**config.mk**
```make
export PLATFORM = sky130hd
export DESIGN_NAME = cla_pipe_addsub
export DESIGN_NICKNAME = d
export VERILOG_FILES = /design/src/rtl/cla_pkg.sv /design/src/rtl/cla_slice.sv /design/src/rtl/cla_pipe_addsub.sv
export SDC_FILE = /design/constraint.sdc
export NUM_CORES = 1
export LEC_CHECK = 0
export ABC_AREA = 1
export CORE_MARGIN = 5
export CORE_UTILIZATION = 55
export CTS_BUF_LIST = sky130_fd_sc_hd__clkbuf_8 sky130_fd_sc_hd__clkbuf_16
export CTS_CLUSTER_DIAMETER = 200
export DETAILED_ROUTE_END_ITERATION = 10
export PLACE_DENSITY = 0.76
export SYNTH_ARGS = -nofsm -noshare
export SYNTH_HDL_FRONTEND = slang
export SYNTH_SLANG_ARGS = --single-unit
export TNS_END_PERCENT = 50
```
**constraint.sdc**
```tcl
create_clock -name clk -period 2.9 [get_ports clk]
set_input_delay 0.58 -clock clk [delete_from_list [all_inputs] [get_ports clk]]
set_output_delay 0.58 -clock clk [all_outputs]
set_load 0.01 [all_outputs]
```
**src/rtl/cla_pkg.sv**
```systemverilog
`default_nettype none
// ============================================================================
//  Module   : cla_pkg
//  Purpose  : Operation encodings and operation decode shared by the
//             pipelined carry-lookahead adder/subtractor.
//  Contents : ADD/SUB/ADC/SBB encodings, carry-in source enum, decode struct,
//             decode_op() which maps an op to (invert_b, cin_sel).
//  Revision : 1.0  initial release
// ============================================================================
package cla_pkg;

    localparam logic [1:0] ADD = 2'b00;
    localparam logic [1:0] SUB = 2'b01;
    localparam logic [1:0] ADC = 2'b10;
    localparam logic [1:0] SBB = 2'b11;

    // Source of the carry injected into the least significant slice.
    typedef enum logic [1:0] {
        CIN_ZERO = 2'd0,
        CIN_ONE  = 2'd1,
        CIN_EXT  = 2'd2
    } cin_sel_e;

    typedef struct packed {
        logic     invert_b;
        cin_sel_e cin_sel;
    } op_dec_t;

    function automatic op_dec_t decode_op(input logic [1:0] op);
        op_dec_t d;
        d.invert_b = 1'b0;
        d.cin_sel  = CIN_ZERO;
        case (op)
            ADD: begin d.invert_b = 1'b0; d.cin_sel = CIN_ZERO; end
            SUB: begin d.invert_b = 1'b1; d.cin_sel = CIN_ONE;  end
            ADC: begin d.invert_b = 1'b0; d.cin_sel = CIN_EXT;  end
            default: begin d.invert_b = 1'b1; d.cin_sel = CIN_EXT; end
        endcase
        return d;
    endfunction

endpackage
`default_nettype wire

```
**src/rtl/cla_slice.sv**
```systemverilog
`default_nettype none
// ============================================================================
//  Module   : cla_slice
//  Purpose  : Combinational CHUNK-bit carry-lookahead slice.
//  Ports    : a, b     - slice operands (b already inverted for subtract)
//             cin      - carry into bit 0
//             sum      - slice sum
//             cout     - carry out of the slice MSB
//             c_msb_in - carry into the slice MSB (signed overflow)
//             grp_g    - group generate
//             grp_p    - group propagate
//  Revision : 1.0  initial release
// ============================================================================
module cla_slice #(
    parameter int CHUNK = 8
) (
    input  logic [CHUNK-1:0] a,
    input  logic [CHUNK-1:0] b,
    input  logic             cin,
    output logic [CHUNK-1:0] sum,
    output logic             cout,
    output logic             c_msb_in,
    output logic             grp_g,
    output logic             grp_p
);

    logic [CHUNK-1:0] g;
    logic [CHUNK-1:0] p;
    logic [CHUNK:0]   c;
    logic             acc;
    logic             pp;

    assign g = a & b;
    assign p = a ^ b;

    // Every carry is a flat sum of products: c[i+1] = g[i] | p[i]g[i-1] | ...
    // | p[i]..p[0]cin, built from bit i downwards with a running propagate.
    always_comb begin
        c     = '0;
        acc   = 1'b0;
        pp    = 1'b1;
        grp_g = 1'b0;
        c[0]  = cin;
        for (int i = 0; i < CHUNK; i++) begin
            acc = 1'b0;
            pp  = 1'b1;
            for (int j = i; j >= 0; j--) begin
                acc = acc | (g[j] & pp);
                pp  = pp & p[j];
            end
            c[i+1] = acc | (cin & pp);
            if (i == CHUNK - 1) begin
                grp_g = acc;
            end
        end
        sum      = p ^ c[CHUNK-1:0];
        cout     = c[CHUNK];
        c_msb_in = c[CHUNK-1];
        grp_p    = &p;
    end

endmodule
`default_nettype wire

```
**src/rtl/cla_pipe_addsub.sv**
```systemverilog
`default_nettype none
// ============================================================================
//  Module   : cla_pipe_addsub
//  Purpose  : Pipelined carry-lookahead adder/subtractor, one CHUNK-bit slice
//             per stage, with valid/ready flow control and C/V/Z flags.
//  Ports    : clk, rst_n (synchronous, active-low)
//             in_valid/in_ready, in_op, in_a, in_b, in_cin  - operand beat
//             out_valid/out_ready, out_sum, out_cout, out_ovf, out_zero
//  Revision : 1.0  initial release
// ============================================================================
module cla_pipe_addsub
    import cla_pkg::*;
#(
    parameter int WIDTH = 32,
    parameter int CHUNK = 8
) (
    input  logic             clk,
    input  logic             rst_n,
    input  logic             in_valid,
    output logic             in_ready,
    input  logic [1:0]       in_op,
    input  logic [WIDTH-1:0] in_a,
    input  logic [WIDTH-1:0] in_b,
    input  logic             in_cin,
    output logic             out_valid,
    input  logic             out_ready,
    output logic [WIDTH-1:0] out_sum,
    output logic             out_cout,
    output logic             out_ovf,
    output logic             out_zero
);

    localparam int STAGES = WIDTH / CHUNK;

    op_dec_t          dec;
    logic [WIDTH-1:0] b_eff;
    logic             cin_eff;
    logic             advance;

    always_comb begin
        dec   = decode_op(in_op);
        b_eff = dec.invert_b ? ~in_b : in_b;
        case (dec.cin_sel)
            CIN_ZERO: cin_eff = 1'b0;
            CIN_ONE:  cin_eff = 1'b1;
            default:  cin_eff = in_cin;
        endcase
    end

    // Global stall: the whole pipe moves only when the output slot frees up.
    assign advance  = !out_valid || out_ready;
    assign in_ready = advance;

    for (genvar k = 0; k < STAGES; k++) begin : g_stage
        localparam int SW = (k + 1) * CHUNK;   // sum bits completed here
        localparam int OW = WIDTH - SW;        // operand bits still pending

        logic [CHUNK-1:0] sa;
        logic [CHUNK-1:0] sb;
        logic             sc;
        logic [CHUNK-1:0] s_sum;
        logic             s_cout;
        logic             s_cmsb;
        logic             s_g;
        logic             s_p;
        logic [2:0]       side_unused;
        logic [SW-1:0]    sum_d;
        logic [SW-1:0]    sum_q;
        logic             vld_d;
        logic             vld_q;
        logic             cy_q;

        if (k == 0) begin : g_head
            assign sa    = in_a[CHUNK-1:0];
            assign sb    = b_eff[CHUNK-1:0];
            assign sc    = cin_eff;
            assign vld_d = in_valid;
            assign sum_d = s_sum;
        end else begin : g_tail
            assign sa    = g_stage[k-1].g_fwd.a_q[CHUNK-1:0];
            assign sb    = g_stage[k-1].g_fwd.b_q[CHUNK-1:0];
            assign sc    = g_stage[k-1].cy_q;
            assign vld_d = g_stage[k-1].vld_q;
            assign sum_d = {s_sum, g_stage[k-1].sum_q};
        end

        cla_slice #(
            .CHUNK    (CHUNK)
        ) u_slice (
            .a        (sa),
            .b        (sb),
            .cin      (sc),
            .sum      (s_sum),
            .cout     (s_cout),
            .c_msb_in (s_cmsb),
            .grp_g    (s_g),
            .grp_p    (s_p)
        );

        // Group G/P are not needed between registered stages, and the MSB
        // carry matters only in the last stage.
        assign side_unused = {s_cmsb, s_g, s_p};

        always_ff @(posedge clk) begin
            if (!rst_n) begin
                vld_q <= 1'b0;
                sum_q <= '0;
                cy_q  <= 1'b0;
            end else if (advance) begin
                vld_q <= vld_d;
                sum_q <= sum_d;
                cy_q  <= s_cout;
            end
        end

        // Skew registers carrying the not-yet-added upper operand slices.
        if (OW > 0) begin : g_fwd
            logic [OW-1:0] a_d;
            logic [OW-1:0] b_d;
            logic [OW-1:0] a_q;
            logic [OW-1:0] b_q;

            if (k == 0) begin : g_src_in
                assign a_d = in_a[WIDTH-1:CHUNK];
                assign b_d = b_eff[WIDTH-1:CHUNK];
            end else begin : g_src_prev
                assign a_d = g_stage[k-1].g_fwd.a_q[OW+CHUNK-1:CHUNK];
                assign b_d = g_stage[k-1].g_fwd.b_q[OW+CHUNK-1:CHUNK];
            end

            always_ff @(posedge clk) begin
                if (!rst_n) begin
                    a_q <= '0;
                    b_q <= '0;
                end else if (advance) begin
                    a_q <= a_d;
                    b_q <= b_d;
                end
            end
        end

        if (k == STAGES - 1) begin : g_last
            logic cmsb_q;

            always_ff @(posedge clk) begin
                if (!rst_n) begin
                    cmsb_q <= 1'b0;
                end else if (advance) begin
                    cmsb_q <= s_cmsb;
                end
            end
        end
    end

    assign out_valid = g_stage[STAGES-1].vld_q;
    assign out_sum   = g_stage[STAGES-1].sum_q;
    assign out_cout  = g_stage[STAGES-1].cy_q;
    assign out_ovf   = g_stage[STAGES-1].g_last.cmsb_q ^ g_stage[STAGES-1].cy_q;
    // Qualified by valid so the flag reads 0 out of reset, not NOR(0) = 1.
    assign out_zero  = out_valid & ~|out_sum;

endmodule
`default_nettype wire
```
* Word level (Yosys, flattened, before mapping)
Cells that the tools add are included.
Storage, ports and cells: word-level logic and storage cells 446, output and inout bits 37, register bits 185, memories kept 0, bits in latches 0, memory bits (writable) 0, bits in read-only memories 0
Cells by class: multipliers 0, add/sub/neg operators 0, mux-type cells 3, shifts and indexed selects 0, div/mod/pow operators 0, $lt $le $gt $ge 0, bitwise operators 415, reduce and logical (&&, ||, !) cells 6, equal/unequal tests 3
Operators with widths (number):
- $and A1 B1 Y1 | 257
- $or A1 B1 Y1 | 144
- $xor A8 B8 Y8 | 8
- $and A8 B8 Y8 | 4
- $mux W32 | 1
- $not A32 Y32 | 1
- $reduce_or A32 Y1 | 1
- $pmux W3 S3 | 1
- $eq A2 B1 Y1 const B | 2
- $logic_not A2 Y1 | 2
- $eq A2 B2 Y1 const B | 1
- $logic_not A1 Y1 | 2
- $pmux W1 S2 | 1
- $logic_or A1 B1 Y1 | 1
- $xor A1 B1 Y1 | 1

* Longest topological paths before layout
Gate-level depths: netlist of run 1.
depth after elaboration 13, gate-level depth with buffers 15, mapped depth without buffers 12

* Modules after synthesis
Synthesis of run 1 repeated with hierarchy kept, for this count alone.
Second synthesis, totals: cell total of the unflattened synthesis 1238, area, all modules 8887.3 um^2
Modules (own cells, without submodules):
- cla_pipe_addsub | cells an instance 854, instances 1, area an instance 6795.3 um^2
- cla_slice | cells an instance 96, instances 4, area an instance 523.0 um^2

* Least setup slack after synthesis of run 1
OpenSTA, ideal clock, no wires.
path type in2reg, from input port in_op[0], to register g_stage[0].sum_q[4], required time 2790 ps, data arrival time 2134 ps, setup slack 655 ps, cell stages on the path 13, setup time 110 ps, cells stage by stage buf_4 -> buf_2 -> xor2_1 -> ha_1 -> buf_2 -> a21oi_1 -> nand2_1 -> a21oi_1 -> nand2_1 -> nand2_1 -> nand3_1 -> nand3_1 -> inv_1
On the way: longest elaborated chain between the ends 10
Ends and longest elaborated chain:
- from (decl) | RTL line cla_pipe_addsub.sv:21 | input logic [1:0] in_op,
- $eq A2 B2 Y1 (tied with other cells) | RTL line cla_pkg.sv:33 | case (op)
- $pmux W3 S3 * | RTL line cla_pkg.sv:33
- $mux W32 | RTL line cla_pipe_addsub.sv:42 | b_eff = dec.invert_b ? ~in_b : in_b;
- $and A8 B8 Y8 / $xor A8 B8 Y8 (equally long branches) | RTL line cla_slice.sv:33, cla_slice.sv:34
- $and A1 B1 Y1 (on tied branches) | RTL line cla_slice.sv:48, cla_slice.sv:49
- $or A1 B1 Y1 (tied with other cells) (2 in a row) | RTL line cla_slice.sv:48 | acc = acc | (g[j] & pp);
- $or A1 B1 Y1 / $and A1 B1 Y1 (equally long branches) | RTL line cla_slice.sv:48, cla_slice.sv:51
- $or A1 B1 Y1 | RTL line cla_slice.sv:51 | c[i+1] = acc | (cin & pp);
- $xor A8 B8 Y8 * | RTL line cla_slice.sv:56 | sum = p ^ c[CHUNK-1:0];
- to (signal assigned) | RTL line cla_pipe_addsub.sv:111 | sum_q <= sum_d;
- to (decl) | RTL line cla_pipe_addsub.sv:68 | logic [SW-1:0] sum_q;
Every way passes the cells marked *; elsewhere a longest branch is shown, timed or not. A chain may end at the register's enable or synchronous reset.

* Worst setup path after layout of run 1
from register g_stage[3].sum_q[20], in the netlist out_sum[20], to output port out_zero
On the way: longest elaborated chain between the ends 3
Ends and longest elaborated chain:
- from (decl) | RTL line cla_pipe_addsub.sv:68
- from (signal assigned) | RTL line cla_pipe_addsub.sv:111
- $reduce_or A32 Y1 | RTL line cla_pipe_addsub.sv:160 | assign out_zero = out_valid & ~|out_sum;
- $logic_not A1 Y1 | RTL line cla_pipe_addsub.sv:160
- $and A1 B1 Y1 | RTL line cla_pipe_addsub.sv:160
- to (decl) | RTL line cla_pipe_addsub.sv:30 | output logic out_zero
Every way passes these cells.

==> results of run 1 <==
==> cells by family (layout without fill, tap and decap cells) <==
family	Yosys count	in the layout	synth area share (%)
compound gates	261	261	16.0
xor+xnor	45	45	4.70
fa+ha+maj	36	36	5.73
buf+inv	155	235	8.78
flops	185	185	44.1
simple gates	426	426	20.6
==> routing by layer <==
metal / vias up / share of wire, %
li1: 3720 / -
met1: 3106 / 48
met4: 0 / 1.9
met3: 18 / 4.5
met2: 152 / 45
met5: - / 0
==> worst max-delay path, stage by stage (launching register included) <==
cell,delay [ns]
dfxtp_1,0.32
nor2_1,0.12
nand4_1,0.20
nor2_1,0.17
nor4b_1,0.25
clkdlybuf4s50_1,0.59
==> sequential cells by signal (all words and copies together), names as in the netlist <==
register / flops
out_cout: 1
g_stage.cy_q: 3
g_stage.sum_q: 48
out_sum: 32
out_valid: 1
g_stage.g_last.cmsb_q: 1
g_stage.g_fwd.a_q: 48
g_stage.vld_q: 3
g_stage.g_fwd.b_q: 48
==> worst paths after layout <==
path / cells past startpoint / slack, ns / endpoint
max: 5 / 0.26 / out_zero
min reg2reg: 2 / 0.44 / g_stage[1].g_fwd.b_q[3]
min: 2 / 0.44 / g_stage[1].g_fwd.b_q[3]
max reg2reg: 11 / 1.27 / g_stage[1].sum_q[14]
==> final cells by class <==
type / instances / area (µm²)
inverters: 89 / 339
multi-input cells: 768 / 3950
repair buffers: 114 / 1170
clock inverters: 15 / 154
clock buffers: 17 / 425
fillers: 1358 / 5120
flip-flops and latches: 185 / 3700
well taps: 188 / 235
==> cell usage in the layout, fill, tap and decap left out, types with 4 or more instances in the layout <==
master           instances
nor3_1                   4
inv_1                   86
nand3_1                 44
o21ai_0                173
buf_12                   4
nor2_1                 263
dfxtp_1                185
o21bai_1                10
ha_1                    32
inv_6                   10
a21oi_1                 62
o21ai_1                 11
xnor2_1                 28
nand2_1                 91
clkdlybuf4s50_1        105
fa_1                     4
clkbuf_16               17
xor2_1                  17
buf_4                    4
nand4_1                 11
==> report_power, final <==
part	internal, mW	switching (mW)
Combinational	0.385	0.430
Clock	1.22	1.04
Sequential	2.74	0.110
==> stage by stage <==
| step | area (µm²) | setup slack [ns] | cells | hold WS, ns |
|---|---|---|---|---|
| after CTS | 9970 | 0.179 | 1376 | 0.442 |
| final | 9970 | 0.259 | 1376 | 0.443 |
| after floorplan | 8390 | 0.655 | 1108 | 0.420 |
| after global routing | 9970 | 0.0440 | 1376 | 0.484 |
| after detailed placement | 9390 | 0.477 | 1344 | 0.431 |
| after global placement | 9390 | 0.487 | 1344 | 0.429 |
==> impl_metrics.json, run 1 <==
{
  "synth_top_area_share_pct": 44.1,
  "io_pins": 108,
  "yosysWarnings": 0,
  "cts_hold_buffers": 0,
  "ys_seq_area_share_pct": 44.1,
  "rsz0062_at_grt": "no",
  "grt_max_degree": 169,
  "vdd_drop_max_mv": 0.484,
  "worstSetupPathType": "reg -> out",
  "grt_busiest_layer": "met2",
  "clk-insertion-delay-late_ns": 0.42,
  "status": "finished clean",
  "die_x_um": 134,
  "async_reset_ff_share_pct": 0,
  "netlist-cell-type-count": 34,
  "use_met1_pct": 26.2,
  "wl_mm": 16.9,
  "grt_pass1_vias": 5987,
  "wl_per_cell_um": 12.3,
  "core_um2": 15100,
  "drv_cap": 0,
  "grt_pass1_wl_mm": 27.9,
  "port_buffers": 107,
  "setup-violations-final": 0,
  "worstPathArrival_ns": 2.06,
  "dieArea_um2": 17800,
  "syn_nets": 1215,
  "drc": 0,
  "hp-class": "reg -> reg",
  "max_freq_mhz": 379,
  "synth_common_cells": "nor2_1, dfxtp_1, o21ai_0",
  "vias": 6996,
  "min_period_over_period_pct": 91.1,
  "synth_area_leaders": "dfxtp_1, nor2_1, o21ai_0",
  "cts_tree": "done",
  "synthMostInstantiatedCell": "nor2_1",
  "ys_seq_elements": 185,
  "grt_antenna_before_repair": 0,
  "tightest_slew_ns": 0.654,
  "grt_util_met2_pct": 29.4,
  "fin_nets": 1282,
  "syn_avg_cell_area_um2": 7.57,
  "endpoint_kind": "primary output",
  "final_hold_viol_count": 0,
  "critical_path_required_ns": 2.32,
  "synth_top_area_cell": "dfxtp_1",
  "min_from": "g_stage[0].g_fwd.b_q[11]",
  "dr.first_iter.drc_count": 586,
  "gp_congestion": 0.921,
  "critPathLaunchType": "register",
  "use_met3_pct": 3.66,
  "leakage_nw": 4.79,
  "cts_made_buffers": 17,
  "final.setup.tns_ns": 0,
  "p_total_mw": 5.93,
  "drt_first_pass_iters": 4,
  "synth_cells": 1108,
  "crit_path_start": "out_sum[20]",
  "powerDensity_nw_per_um2": 595,
  "clock_skew_ns": 0.00630,
  "dp_hpwl_mm": 11.2,
  "netlist_area_um2": 8390,
  "ys.flop_type": "dfxtp_1",
  "row_count": 45,
  "fin_util_pct": 66.1,
  "n_antenna_cell": 0,
  "slew-limit-headroom_pct": 56.4,
  "period_minus_slack_ns": 2.64,
  "maxSlewViolCount": 0,
  "area_delta_synth_final_pct": 18.9,
  "start_util_pct": 55.6,
  "reg2reg_from": "g_stage[0].g_fwd.a_q[1]",
  "cts_resized": 0,
  "clkSinkCount": 185,
  "layout-drive-gt1-share_pct": 4.12,
  "die_y_um": 134,
  "clk_pin_slew_worst_paths_ns": 0.07,
  "overflow": 0,
  "synth_edf_count": 0,
  "cts_buffer_depth": 2,
  "track_usage_pct": 18.8,
  "cts_root_buf": "clkbuf_16",
  "path_max_fanout": 3,
  "cts_setup_buffers": 0,
  "ant_nets": 0,
  "htree_levels": 4,
  "via_per_inst": 5.08
}
Power figures use the tool's default switching activity.
==> inputs of run 2 (changes only) <==
--- a/config.mk
+++ b/config.mk
@@ -6,7 +6,7 @@
 export NUM_CORES = 1
 export LEC_CHECK = 0
 export ABC_AREA = 1
-export CORE_MARGIN = 5
+export CORE_MARGIN = 3
 export CORE_UTILIZATION = 55
 export CTS_BUF_LIST = sky130_fd_sc_hd__clkbuf_8 sky130_fd_sc_hd__clkbuf_16
 export CTS_CLUSTER_DIAMETER = 200
==> impl_metrics.json, run 2 (same netlist as run 1, synthesis figures left out) <==
{
  "slew-limit-headroom_pct": 51.6,
  "cpPeakStageDelay_ns": 0.59,
  "final.setup.tns_ns": 0,
  "die_x_um": 130,
  "reg_top3": "g_stage.g_fwd.a_q: 48 flops, g_stage.g_fwd.b_q: 48 flops, g_stage.sum_q: 48 flops",
  "htree_levels": 4,
  "rsz0062_at_grt": "no",
  "port_buffers": 107,
  "register_area_um2": 3700,
  "grt_pass1_wl_mm": 28.1,
  "multi_input_area_um2": 3950,
  "worstSetupPathType": "reg -> out",
  "p_total_mw": 6.19,
  "cts_root_buf": "clkbuf_16",
  "grt_pass1_vias": 6107,
  "path_delay_family": "simple AND/OR/NAND/NOR gates",
  "critical_path_required_ns": 2.32,
  "io_pins": 108,
  "grt_max_degree": 188,
  "drt_first_pass_iters": 7,
  "critPathLaunchType": "register",
  "vdd_drop_max_mv": 0.474,
  "dieArea_um2": 16800,
  "cts_made_buffers": 17,
  "drc": 0,
  "die_y_um": 130,
  "max_freq_mhz": 378,
  "path_max_fanout": 3,
  "setup-violations-final": 0,
  "maxSlewViolCount": 0,
  "n_antenna_cell": 0,
  "fillerInstances": 1288,
  "final_hold_viol_count": 0,
  "worstPathArrival_ns": 2.06,
  "ant_nets": 0,
  "fin_util_pct": 68.0,
  "vias": 7076,
  "cp_cell_sequence": "nor2_1 -> nand4_1 -> nor2_1 -> nor4b_1 -> clkdlybuf4s50_1",
  "hp-class": "reg -> reg",
  "wl_per_cell_um": 12.5,
  "clk_pin_slew_worst_paths_ns": 0.07,
  "row_count": 44,
  "period_minus_slack_ns": 2.64,
  "start_util_pct": 56.9,
  "cts_tree": "done",
  "dr.first_iter.drc_count": 484,
  "grt_antenna_before_repair": 0,
  "cp_common_cell": "nor2_1",
  "clkSinkCount": 185,
  "drv_cap": 0,
  "cts_hold_buffers": 0,
  "status": "finished clean",
  "tightest_slew_ns": 0.726,
  "crit_buf_inv": 1,
  "clk-insertion-delay-late_ns": 0.42,
  "via_per_inst": 5.16,
  "overflow": 0,
  "cts_resized": 0,
  "final_common_cell": "nor2_1",
  "area_delta_synth_final_pct": 19.5,
  "slowest_stage": "clkdlybuf4s50_1",
  "leakage_nw": 4.81,
  "clock_skew_ns": 0.0121,
  "cts_buffer_depth": 2,
  "wl_mm": 17.1,
  "track_usage_pct": 20.4,
  "gp_congestion": 0.928,
  "powerDensity_nw_per_um2": 617,
  "fin_nets": 1282,
  "most-common-layout-cells": "nor2_1, dfxtp_1, o21ai_0, clkdlybuf4s50_1, nand2_1",
  "core_um2": 14800,
  "endpoint_kind": "primary output",
  "cts_setup_buffers": 0,
  "dp_hpwl_mm": 11.1,
  "layout-drive-gt1-share_pct": 4.04,
  "min_period_over_period_pct": 91.2
}
-- run 2: worst register-to-register path, stage by stage, from the launching register on --
cell	delay, ns
dfxtp_1	0.32
inv_2	0.08
nor2_4	0.05
inv_6	0.14
buf_12	0.52
o21ai_0	0.33
a21oi_1	0.18
-- run 2: where the power goes --
group	total (mW)	internal (mW)	switching [mW]
combinational	0.816	0.386	0.430
clock	2.51	1.53	0.982
sequential	2.86	2.75	0.115
total	6.19	4.66	1.53
-- run 2: per-stage QoR --
step / instance area [µm²] / hold WS (ns) / cells / setup WS, ns
2_1_floorplan: 8390 / 0.420 / 1108 / 0.655
3_3_place_gp: 9380 / 0.429 / 1340 / 0.401
3_5_place_dp: 9380 / 0.433 / 1340 / 0.377
4_1_cts: 10000 / 0.445 / 1372 / 0.182
5_1_grt: 10000 / 0.472 / 1372 / 0.0696
6_report: 10000 / 0.444 / 1372 / 0.255
-- run 2: final timing paths --
| kind | startpoint | endpoint | slack (ns) | cells after the start |
|---|---|---|---|---|
| max | out_sum[20] | out_zero | 0.26 | 5 |
| max reg2reg | out_valid | g_stage[1].g_fwd.b_q[7] | 1.19 | 6 |
| min | g_stage[0].g_fwd.b_q[10] | g_stage[1].g_fwd.b_q[2] | 0.44 | 2 |
| min reg2reg | g_stage[0].g_fwd.b_q[10] | g_stage[1].g_fwd.b_q[2] | 0.44 | 2 |
-- run 2: cell type report --
| class | instances | area share (%) |
|---|---|---|
| Timing Repair Buffer | 114 | 11.5 |
| Clock inverter | 15 | 2.23 |
| Sequential cell | 185 | 36.9 |
| Inverter | 89 | 3.38 |
| Clock buffer | 17 | 4.24 |
| Tap cell | 184 | 2.30 |
| Multi-Input combinational cell | 768 | 39.4 |
-- run 2: metal layers --
metal	routed length, µm	GRT usage (%)	share of wire [%]	up-vias
li1	-	-	-	3736
met1	8420	28.3	49	3191
met2	7850	32.6	46	133
met3	654	4.49	3.8	16
met4	224	5.38	1.3	0
met5	0	0	0	-
